--- src/rtl/gemm_tile_ctrl.sv ---
// gemm_tile_ctrl
// ----------------------------------------------------------------------------
// Sequencer for an output-stationary GEMM array of general_mac_pe instances.
// It walks an M x N grid of output tiles in row-major order. For each tile it
// steps through K reduction steps, drives the A/B operand SRAM read addresses
// and the PE control strobes, then offers the finished result to the
// writeback path with a valid/ready handshake.
//
// Ports
//   clk_i        : clock, rising edge
//   rst_i        : synchronous active-high reset
//   start_i      : job start, honoured only while idle
//   m_size_i     : output rows (tiles), latched at start
//   k_size_i     : reduction steps, latched at start
//   n_size_i     : output columns (tiles), latched at start
//   a_addr_o     : A SRAM read address (m*K + k), zero outside LOAD
//   b_addr_o     : B SRAM read address (k*N + n), zero outside LOAD
//   a_valid_o    : PE a_valid (LOAD delayed one cycle for SRAM latency)
//   b_valid_o    : PE b_valid (same timing as a_valid_o)
//   init_save_o  : PE init_save, marks reduction step 0
//   acc_clr_o    : PE acc_clr, pulsed in the DONE cycle
//   c_valid_o    : result available for writeback
//   c_addr_o     : C write address (m*N + n), zero outside WRITE
//   c_ready_i    : writeback accepts the result
//   busy_o       : high in every state except IDLE
//   done_o       : one-cycle pulse at job end
// ----------------------------------------------------------------------------
module gemm_tile_ctrl #(
    parameter int AddrWidth = 16,
    parameter int SizeWidth = 8
) (
    input  logic                 clk_i,
    input  logic                 rst_i,
    input  logic                 start_i,
    input  logic [SizeWidth-1:0] m_size_i,
    input  logic [SizeWidth-1:0] k_size_i,
    input  logic [SizeWidth-1:0] n_size_i,
    output logic [AddrWidth-1:0] a_addr_o,
    output logic [AddrWidth-1:0] b_addr_o,
    output logic                 a_valid_o,
    output logic                 b_valid_o,
    output logic                 init_save_o,
    output logic                 acc_clr_o,
    output logic                 c_valid_o,
    output logic [AddrWidth-1:0] c_addr_o,
    input  logic                 c_ready_i,
    output logic                 busy_o,
    output logic                 done_o
);

    typedef enum logic [2:0] {
        ST_IDLE,
        ST_LOAD,
        ST_DRAIN,
        ST_WRITE,
        ST_DONE
    } state_e;

    localparam logic [SizeWidth-1:0] SizeOne = SizeWidth'(1);
    localparam logic [AddrWidth-1:0] AddrOne = AddrWidth'(1);

    state_e                 state_q, state_d;
    logic [SizeWidth-1:0]   m_size_q, m_size_d;
    logic [SizeWidth-1:0]   k_size_q, k_size_d;
    logic [SizeWidth-1:0]   n_size_q, n_size_d;
    logic [SizeWidth-1:0]   m_cnt_q, m_cnt_d;
    logic [SizeWidth-1:0]   n_cnt_q, n_cnt_d;
    logic [SizeWidth-1:0]   k_cnt_q, k_cnt_d;
    // a_base tracks m*K, a_ptr tracks m*K + k, b_ptr tracks k*N + n and
    // c_ptr tracks m*N + n, which is simply the tile index in row-major order.
    logic [AddrWidth-1:0]   a_base_q, a_base_d;
    logic [AddrWidth-1:0]   a_ptr_q, a_ptr_d;
    logic [AddrWidth-1:0]   b_ptr_q, b_ptr_d;
    logic [AddrWidth-1:0]   c_ptr_q, c_ptr_d;
    logic                   op_valid_q, op_valid_d;
    logic                   init_save_q, init_save_d;

    logic                   k_last;
    logic                   n_last;
    logic                   m_last;
    logic                   any_zero;
    logic [AddrWidth-1:0]   k_ext;
    logic [AddrWidth-1:0]   n_ext;
    logic [AddrWidth-1:0]   n_size_ext;

    assign k_last     = (k_cnt_q == k_size_q - SizeOne);
    assign n_last     = (n_cnt_q == n_size_q - SizeOne);
    assign m_last     = (m_cnt_q == m_size_q - SizeOne);
    assign any_zero   = (m_size_i == '0) || (k_size_i == '0) || (n_size_i == '0);
    assign k_ext      = AddrWidth'(k_size_q);
    assign n_ext      = AddrWidth'(n_cnt_q);
    assign n_size_ext = AddrWidth'(n_size_q);

    // State and datapath registers. Reset drops any in-flight operand valid
    // so the PE sees no strobe in the cycle after reset, even mid-job.
    always_ff @(posedge clk_i) begin
        if (rst_i) begin
            state_q     <= ST_IDLE;
            m_size_q    <= '0;
            k_size_q    <= '0;
            n_size_q    <= '0;
            m_cnt_q     <= '0;
            n_cnt_q     <= '0;
            k_cnt_q     <= '0;
            a_base_q    <= '0;
            a_ptr_q     <= '0;
            b_ptr_q     <= '0;
            c_ptr_q     <= '0;
            op_valid_q  <= 1'b0;
            init_save_q <= 1'b0;
        end else begin
            state_q     <= state_d;
            m_size_q    <= m_size_d;
            k_size_q    <= k_size_d;
            n_size_q    <= n_size_d;
            m_cnt_q     <= m_cnt_d;
            n_cnt_q     <= n_cnt_d;
            k_cnt_q     <= k_cnt_d;
            a_base_q    <= a_base_d;
            a_ptr_q     <= a_ptr_d;
            b_ptr_q     <= b_ptr_d;
            c_ptr_q     <= c_ptr_d;
            op_valid_q  <= op_valid_d;
            init_save_q <= init_save_d;
        end
    end

    // Next-state and counter logic. Addresses advance with running adds
    // (+1 for A, +N for B) so no multiplier is needed. The operand valid and
    // init_save are delayed copies of "in LOAD" and "in LOAD at k==0", which
    // lines them up with the data coming back from the 1-cycle SRAMs.
    always_comb begin
        state_d     = state_q;
        m_size_d    = m_size_q;
        k_size_d    = k_size_q;
        n_size_d    = n_size_q;
        m_cnt_d     = m_cnt_q;
        n_cnt_d     = n_cnt_q;
        k_cnt_d     = k_cnt_q;
        a_base_d    = a_base_q;
        a_ptr_d     = a_ptr_q;
        b_ptr_d     = b_ptr_q;
        c_ptr_d     = c_ptr_q;
        op_valid_d  = (state_q == ST_LOAD);
        init_save_d = (state_q == ST_LOAD) && (k_cnt_q == '0);

        case (state_q)
            ST_IDLE: begin
                if (start_i) begin
                    m_size_d = m_size_i;
                    k_size_d = k_size_i;
                    n_size_d = n_size_i;
                    m_cnt_d  = '0;
                    n_cnt_d  = '0;
                    k_cnt_d  = '0;
                    a_base_d = '0;
                    a_ptr_d  = '0;
                    b_ptr_d  = '0;
                    c_ptr_d  = '0;
                    state_d  = any_zero ? ST_DONE : ST_LOAD;
                end
            end

            ST_LOAD: begin
                a_ptr_d = a_ptr_q + AddrOne;
                b_ptr_d = b_ptr_q + n_size_ext;
                if (k_last) begin
                    k_cnt_d = '0;
                    state_d = ST_DRAIN;
                end else begin
                    k_cnt_d = k_cnt_q + SizeOne;
                end
            end

            ST_DRAIN: begin
                state_d = ST_WRITE;
            end

            ST_WRITE: begin
                if (c_ready_i) begin
                    c_ptr_d = c_ptr_q + AddrOne;
                    if (n_last) begin
                        n_cnt_d = '0;
                        if (m_last) begin
                            state_d = ST_DONE;
                        end else begin
                            m_cnt_d  = m_cnt_q + SizeOne;
                            a_base_d = a_base_q + k_ext;
                            a_ptr_d  = a_base_q + k_ext;
                            b_ptr_d  = '0;
                            state_d  = ST_LOAD;
                        end
                    end else begin
                        n_cnt_d = n_cnt_q + SizeOne;
                        a_ptr_d = a_base_q;
                        b_ptr_d = n_ext + AddrOne;
                        state_d = ST_LOAD;
                    end
                end
            end

            ST_DONE: begin
                state_d = ST_IDLE;
            end

            default: begin
                state_d = ST_IDLE;
            end
        endcase
    end

    // Addresses are forced to zero outside the states that own them so the
    // memories see a quiet bus while idle or stalled.
    assign a_addr_o    = (state_q == ST_LOAD)  ? a_ptr_q : '0;
    assign b_addr_o    = (state_q == ST_LOAD)  ? b_ptr_q : '0;
    assign c_addr_o    = (state_q == ST_WRITE) ? c_ptr_q : '0;
    assign a_valid_o   = op_valid_q;
    assign b_valid_o   = op_valid_q;
    assign init_save_o = init_save_q;
    assign c_valid_o   = (state_q == ST_WRITE);
    assign done_o      = (state_q == ST_DONE);
    assign acc_clr_o   = (state_q == ST_DONE);
    assign busy_o      = (state_q != ST_IDLE);

endmodule

--- config.mk ---
export PLATFORM = sky130hd
export DESIGN_NAME = gemm_tile_ctrl
export DESIGN_NICKNAME = d
export VERILOG_FILES = /design/src/rtl/gemm_tile_ctrl.sv
export SDC_FILE = /design/constraint.sdc
export NUM_CORES = 1
export LEC_CHECK = 0
export CAP_MARGIN = 5
export CORE_MARGIN = 3
export CORE_UTILIZATION = 57
export CTS_CLUSTER_SIZE = 16
export DETAILED_ROUTE_END_ITERATION = 12
export PLACE_DENSITY = 0.81
export REMOVE_ABC_BUFFERS = 1
export SYNTH_ARGS = -nofsm -noshare
export SYNTH_HDL_FRONTEND = slang
export SYNTH_SLANG_ARGS = --single-unit
--- constraint.sdc ---
create_clock -name clk_i -period 3.6 [get_ports clk_i]
set_input_delay 0.36 -clock clk_i [delete_from_list [all_inputs] [get_ports clk_i]]
set_output_delay 0.36 -clock clk_i [all_outputs]
set_load 0.05 [all_outputs]
Word level (Yosys, flattened, before mapping). Cells that the tools add are included. Widths: inputs -> output; s select.

Muxes and demuxes: 34. Add/subtract/negate cells: 11. Equal/unequal tests: 13. Reduce and logical (&&, ||, !) cells: 18.

Operator list (count): $mux 16 (13); $pmux 16 s3 (2); $pmux 16 s2 (2); $mux 8 (7); $pmux 8 s2 (3); $add 16x1->16 const B (2); $add 16x8->16 (2); $logic_not 8->1 (4); $add 8x1->8 const B (3); $eq 8x8->1 (3); $sub 8x1->8 const B (3); $mux 3 (6); $pmux 3 s4 (1); $add 8x1->9 const B (1); $eq 3x2->1 const B (2); $ne 2x1->1 const B (3); $reduce_and 3->1 (2); $reduce_bool 3->1 (2); $reduce_and 5->1 (1); $ne 2x2->1 const B (2); $reduce_and 2->1 (2); $reduce_and 4->1 (1); $reduce_bool 2->1 (2); $eq 3x1->1 const B (1); 5 further kinds (6).

Output and inout port bits: 55. Input port bits: 28. Bits in registers: 117. Word-level logic and storage cells: 89.

Depth between registers and ports, before layout. Gate-level depths: netlist of run 1.

Depth in word-level cells: 6. Gate-level depth with buffers: 11. Mapped depth without buffers: 10.

Worst setup path before layout of run 1. Ideal clock, no wire load.

Path type: reg2reg. From: reg n_size_q[0]. To: reg a_base_q[13]. Required time: 3.526 ns. Library setup time: 0.074 ns. Stages on the path, launching flop included: 10. Period minus slack after synthesis: 2.742 ns. Arrival time: 2.668 ns. Path slack: 0.858 ns. Buffers on the path: 0. Path through: dfxtp_1 inv_1 ha_1 nor2b_1 or3_1 a31oi_1 o2111ai_4 a2111oi_4 or3b_1 a31oi_1.

Cells in the longest elaborated chain, start to end: 4.

RTL lines: from (decl) (RTL line 65) `logic [SizeWidth-1:0] n_size_q, n_size_d;`; from (signal assigned) (RTL line 115) `n_size_q <= n_size_d;`; $sub 8x1->8 (RTL line 87) `assign n_last = (n_cnt_q == n_size_q - SizeOne);`; $eq 8x8->1 (RTL line 87); $ne 2x1->1 (no line); $reduce_and 5->1 (no line); to (signal assigned) (RTL line 119) `a_base_q <= a_base_d;`; to (decl) (RTL line 71) `logic [AddrWidth-1:0] a_base_q, a_base_d;`.

Every way passes these cells. A chain may end at the register's enable or synchronous reset.

Final worst setup path of run 1.
From: reg n_size_q[0]. To: reg b_ptr_q[12].

Cells in the longest elaborated chain, start to end: 5. Elaborated cells between the ends (all ways): 8. Classes of those cells: add/sub (2); eq/ne (2); mux (3); reduce/logical (1).

RTL lines: $sub 8x1->8 (RTL line 87); $eq 8x8->1 (RTL line 87); $mux 16 (RTL line 182) `if (n_last) begin`; $mux 16 (RTL line 180) `if (c_ready_i) begin`; $pmux 16 s3 (RTL line 147) `case (state_q)`; to (signal assigned) (RTL line 121) `b_ptr_q <= b_ptr_d;`; to (decl) (RTL line 73) `logic [AddrWidth-1:0] b_ptr_q, b_ptr_d;`.

Several ways; a longest one is shown, not always the timed one. The select of a mux whose other input is x is not followed.

==> results of run 1 <==
==> registers in the layout, summed over array words and instances (netlist names) <==
signal	cells
b_ptr_q	16
init_save_o	1
a_ptr_q	16
n_size_q	8
a_valid_o	1
c_ptr_q	16
k_size_q	8
k_cnt_q	8
state_q	3
m_size_q	8
n_cnt_q	8
a_base_q	16
m_cnt_q	8
==> routing by layer <==
layer  part of all wire, %  track usage [%]
met5                     0                0
met4                   2.3            10.41
met3                   8.0            7.577
met2                    45            44.67
met1                    45            38.39
==> path summary, 6_finish.rpt <==
path,startpoint,to,slack (ps),cells past startpoint
worst max register to register,n_size_q[0],b_ptr_q[12],320,10
worst min-delay path,m_size_q[7],m_size_q[7],470,2
worst min register to register,m_size_q[7],m_size_q[7],470,2
worst max-delay path,n_size_q[0],b_ptr_q[12],320,10
==> final cells by class <==
| class | count | area (um2) | area share, % |
|---|---|---|---|
| multi-input combinational | 780 | 4838 | 53.29 |
| sequential | 117 | 2342 | 25.80 |
| timing repair buffer | 103 | 968.4 | 10.67 |
| clock buffer | 22 | 484.2 | 5.334 |
| tap | 172 | 215.2 | 2.370 |
| clock inverter | 9 | 125.1 | 1.378 |
| inverter | 28 | 105.1 | 1.158 |
==> worst max-delay path: stages (launching register included) <==
cell	delay, ps
dfxtp_1	450
inv_1	90
ha_1	300
nor2b_1	160
or3_1	340
a31oi_1	310
o2111ai_4	390
o41ai_4	480
buf_4	260
nor2_1	140
nor3_1	250
==> cell usage in the layout (no fill, tap or decap), types with 28 or more instances in the layout <==
cell type        count
o21ai_0             31
a21oi_1             71
clkdlybuf4s50_1     74
xnor2_1             32
and2_1              32
nand3_1             55
nor3_1              37
nand2_1            118
xor2_1              28
and3_1              36
nor2_1              79
dfxtp_1            117
==> where the power goes <==
part	internal, W	switching (W)
Combinational	0.000506	0.00102
Clock	0.00115	0.000604
Sequential	0.00137	0.000105
Total	0.00303	0.00173
==> cell families (layout without fill, tap and decap cells) <==
| family | Yosys count | count (layout) | synth area share, % |
|---|---|---|---|
| muxes | 7 | 7 | 0.9659 |
| buffers and inverters | 86 | 162 | 4.563 |
| AOI/OAI and AO/OA | 238 | 238 | 21.50 |
| DFF | 117 | 117 | 31.17 |
| adders and majority gates | 27 | 27 | 4.696 |
| and+or+nand+nor | 447 | 447 | 29.81 |
| xor gates and xnor gates | 61 | 61 | 7.294 |
==> stage by stage <==
stage	cell area, um2	TNS, ps	utilization, %
2_1_floorplan	7276	-83.47	-
3_3_place_gp	8469	0	66.30
3_5_place_dp	8469	0	66.30
4_1_cts	9079	0	71.07
5_1_grt	9079	0	71.07
6_report	9079	0	71.07
==> flow_summary.toml, run 1 <==
[pwr]
peakVddDrop_mv = 0.3714
finalPower_w = 0.004760
p_per_area_nw_per_um2 = 524.3
p_leak_nw = 3.394

[clock_tree]
cts_buffers = 17
htree_levels = 4
cts_repair_resize_count = 0
path_clk_slew_ps = 60
cts_tree = "built"
post-cts-setup-buffer-count = 0
postCtsHoldBufs = 0
insertion_delay_ps = 420
clk_path_buf_depth = 2
cts.root.buffer_cell = "clkbuf_16"
cts_sinks = 117

[placement]
dpl.cell_count = 1200
dp_slack_ps = 401.3
portBuffers = 82
hpwl_um = 14440
place_congestion = 0.9307

[logic_synthesis]
ys.flop_type = "dfxtp_1"
synth.most_common_cell = "nand2_1"
synth_area_um2 = 7513
ys_ff_latch = 117
synth_top_area_share_pct = 31.17
synth.distinct_cells = 74
synthArstFlopShare_pct = 0
yosysTopAreaCell = "dfxtp_1"
ys_warn_count = 0
synth_seq_area_share_pct = 31.17
synth_common_cells = "nand2_1, dfxtp_1, nor2_1"
synth_edf_count = 0
syn_area_per_cell_um2 = 7.643
synthTopCellsByArea = "dfxtp_1, nand2_1, a21oi_1"
syn_inst = 983

[route]
viasPerCell = 6.145
drcViolationCount = 0
via_count = 7564
routedWlPerCell_um = 16.95
antenna_left = 0
routed_wl_um = 20870
drtIter0Drc = 607
dr.pass1.iters = 6

[run_status]
status = "finished, final reports clean"

[worst_setup_path]
critPathKind = "reg -> reg"
critPathMaxFanout = 15
worstPathRequired_ps = 3930
endpoint_kind = "flop"
worst_setup_path_start_kind = "flop"
worstPathArrival_ps = 3610

[sta]
clock_skew_ps = 6.796
max_freq_mhz = 304.8
worst_slew_margin_rel_pct = 30.17
rsz0062_at_grt = "false"
period_share_pct = 91.14
period_minus_slack_ps = 3281
setup_viol = 0
hold_violations = 0
drv_slew = 0
holdWs_ps = 468.5
worst_slack_ps = 318.8
worst_pin_slew_ps = 1044

[die]
ios = 83
coreArea_um2 = 12770
dieArea_um2 = 14600
initial_core_util_pct = 58.82
dieWidth_um = 120.8
die_h_um = 120.8
rows = 41

[job]
maxCapViolCount = 0

[layout]
area_growth_pct = 20.83
num-fill-cells = 1054
finalNonFillerCells = 1231
antenna_cells = 0
final_nets = 1102
layout-drive-gt1-share_pct = 7.271

[global_route]
grt_pass1_wl_um = 34040
grt_pass1_vias = 6944
globalRouteOverflowTotal = 0
track_usage_pct = 28.71
grt_max_degree = 69
antenna_found_initial = 0

[min_path]
hold_path_class = "reg -> reg"
Note: power is estimated with default switching activity, not from simulation.
==> run 2: changes to the inputs <==
CTS_CLUSTER_DIAMETER = 80   (was default)
==> results of run 2 <==
Same layout as run 1: the final DEF is identical, and so are final timing and power.
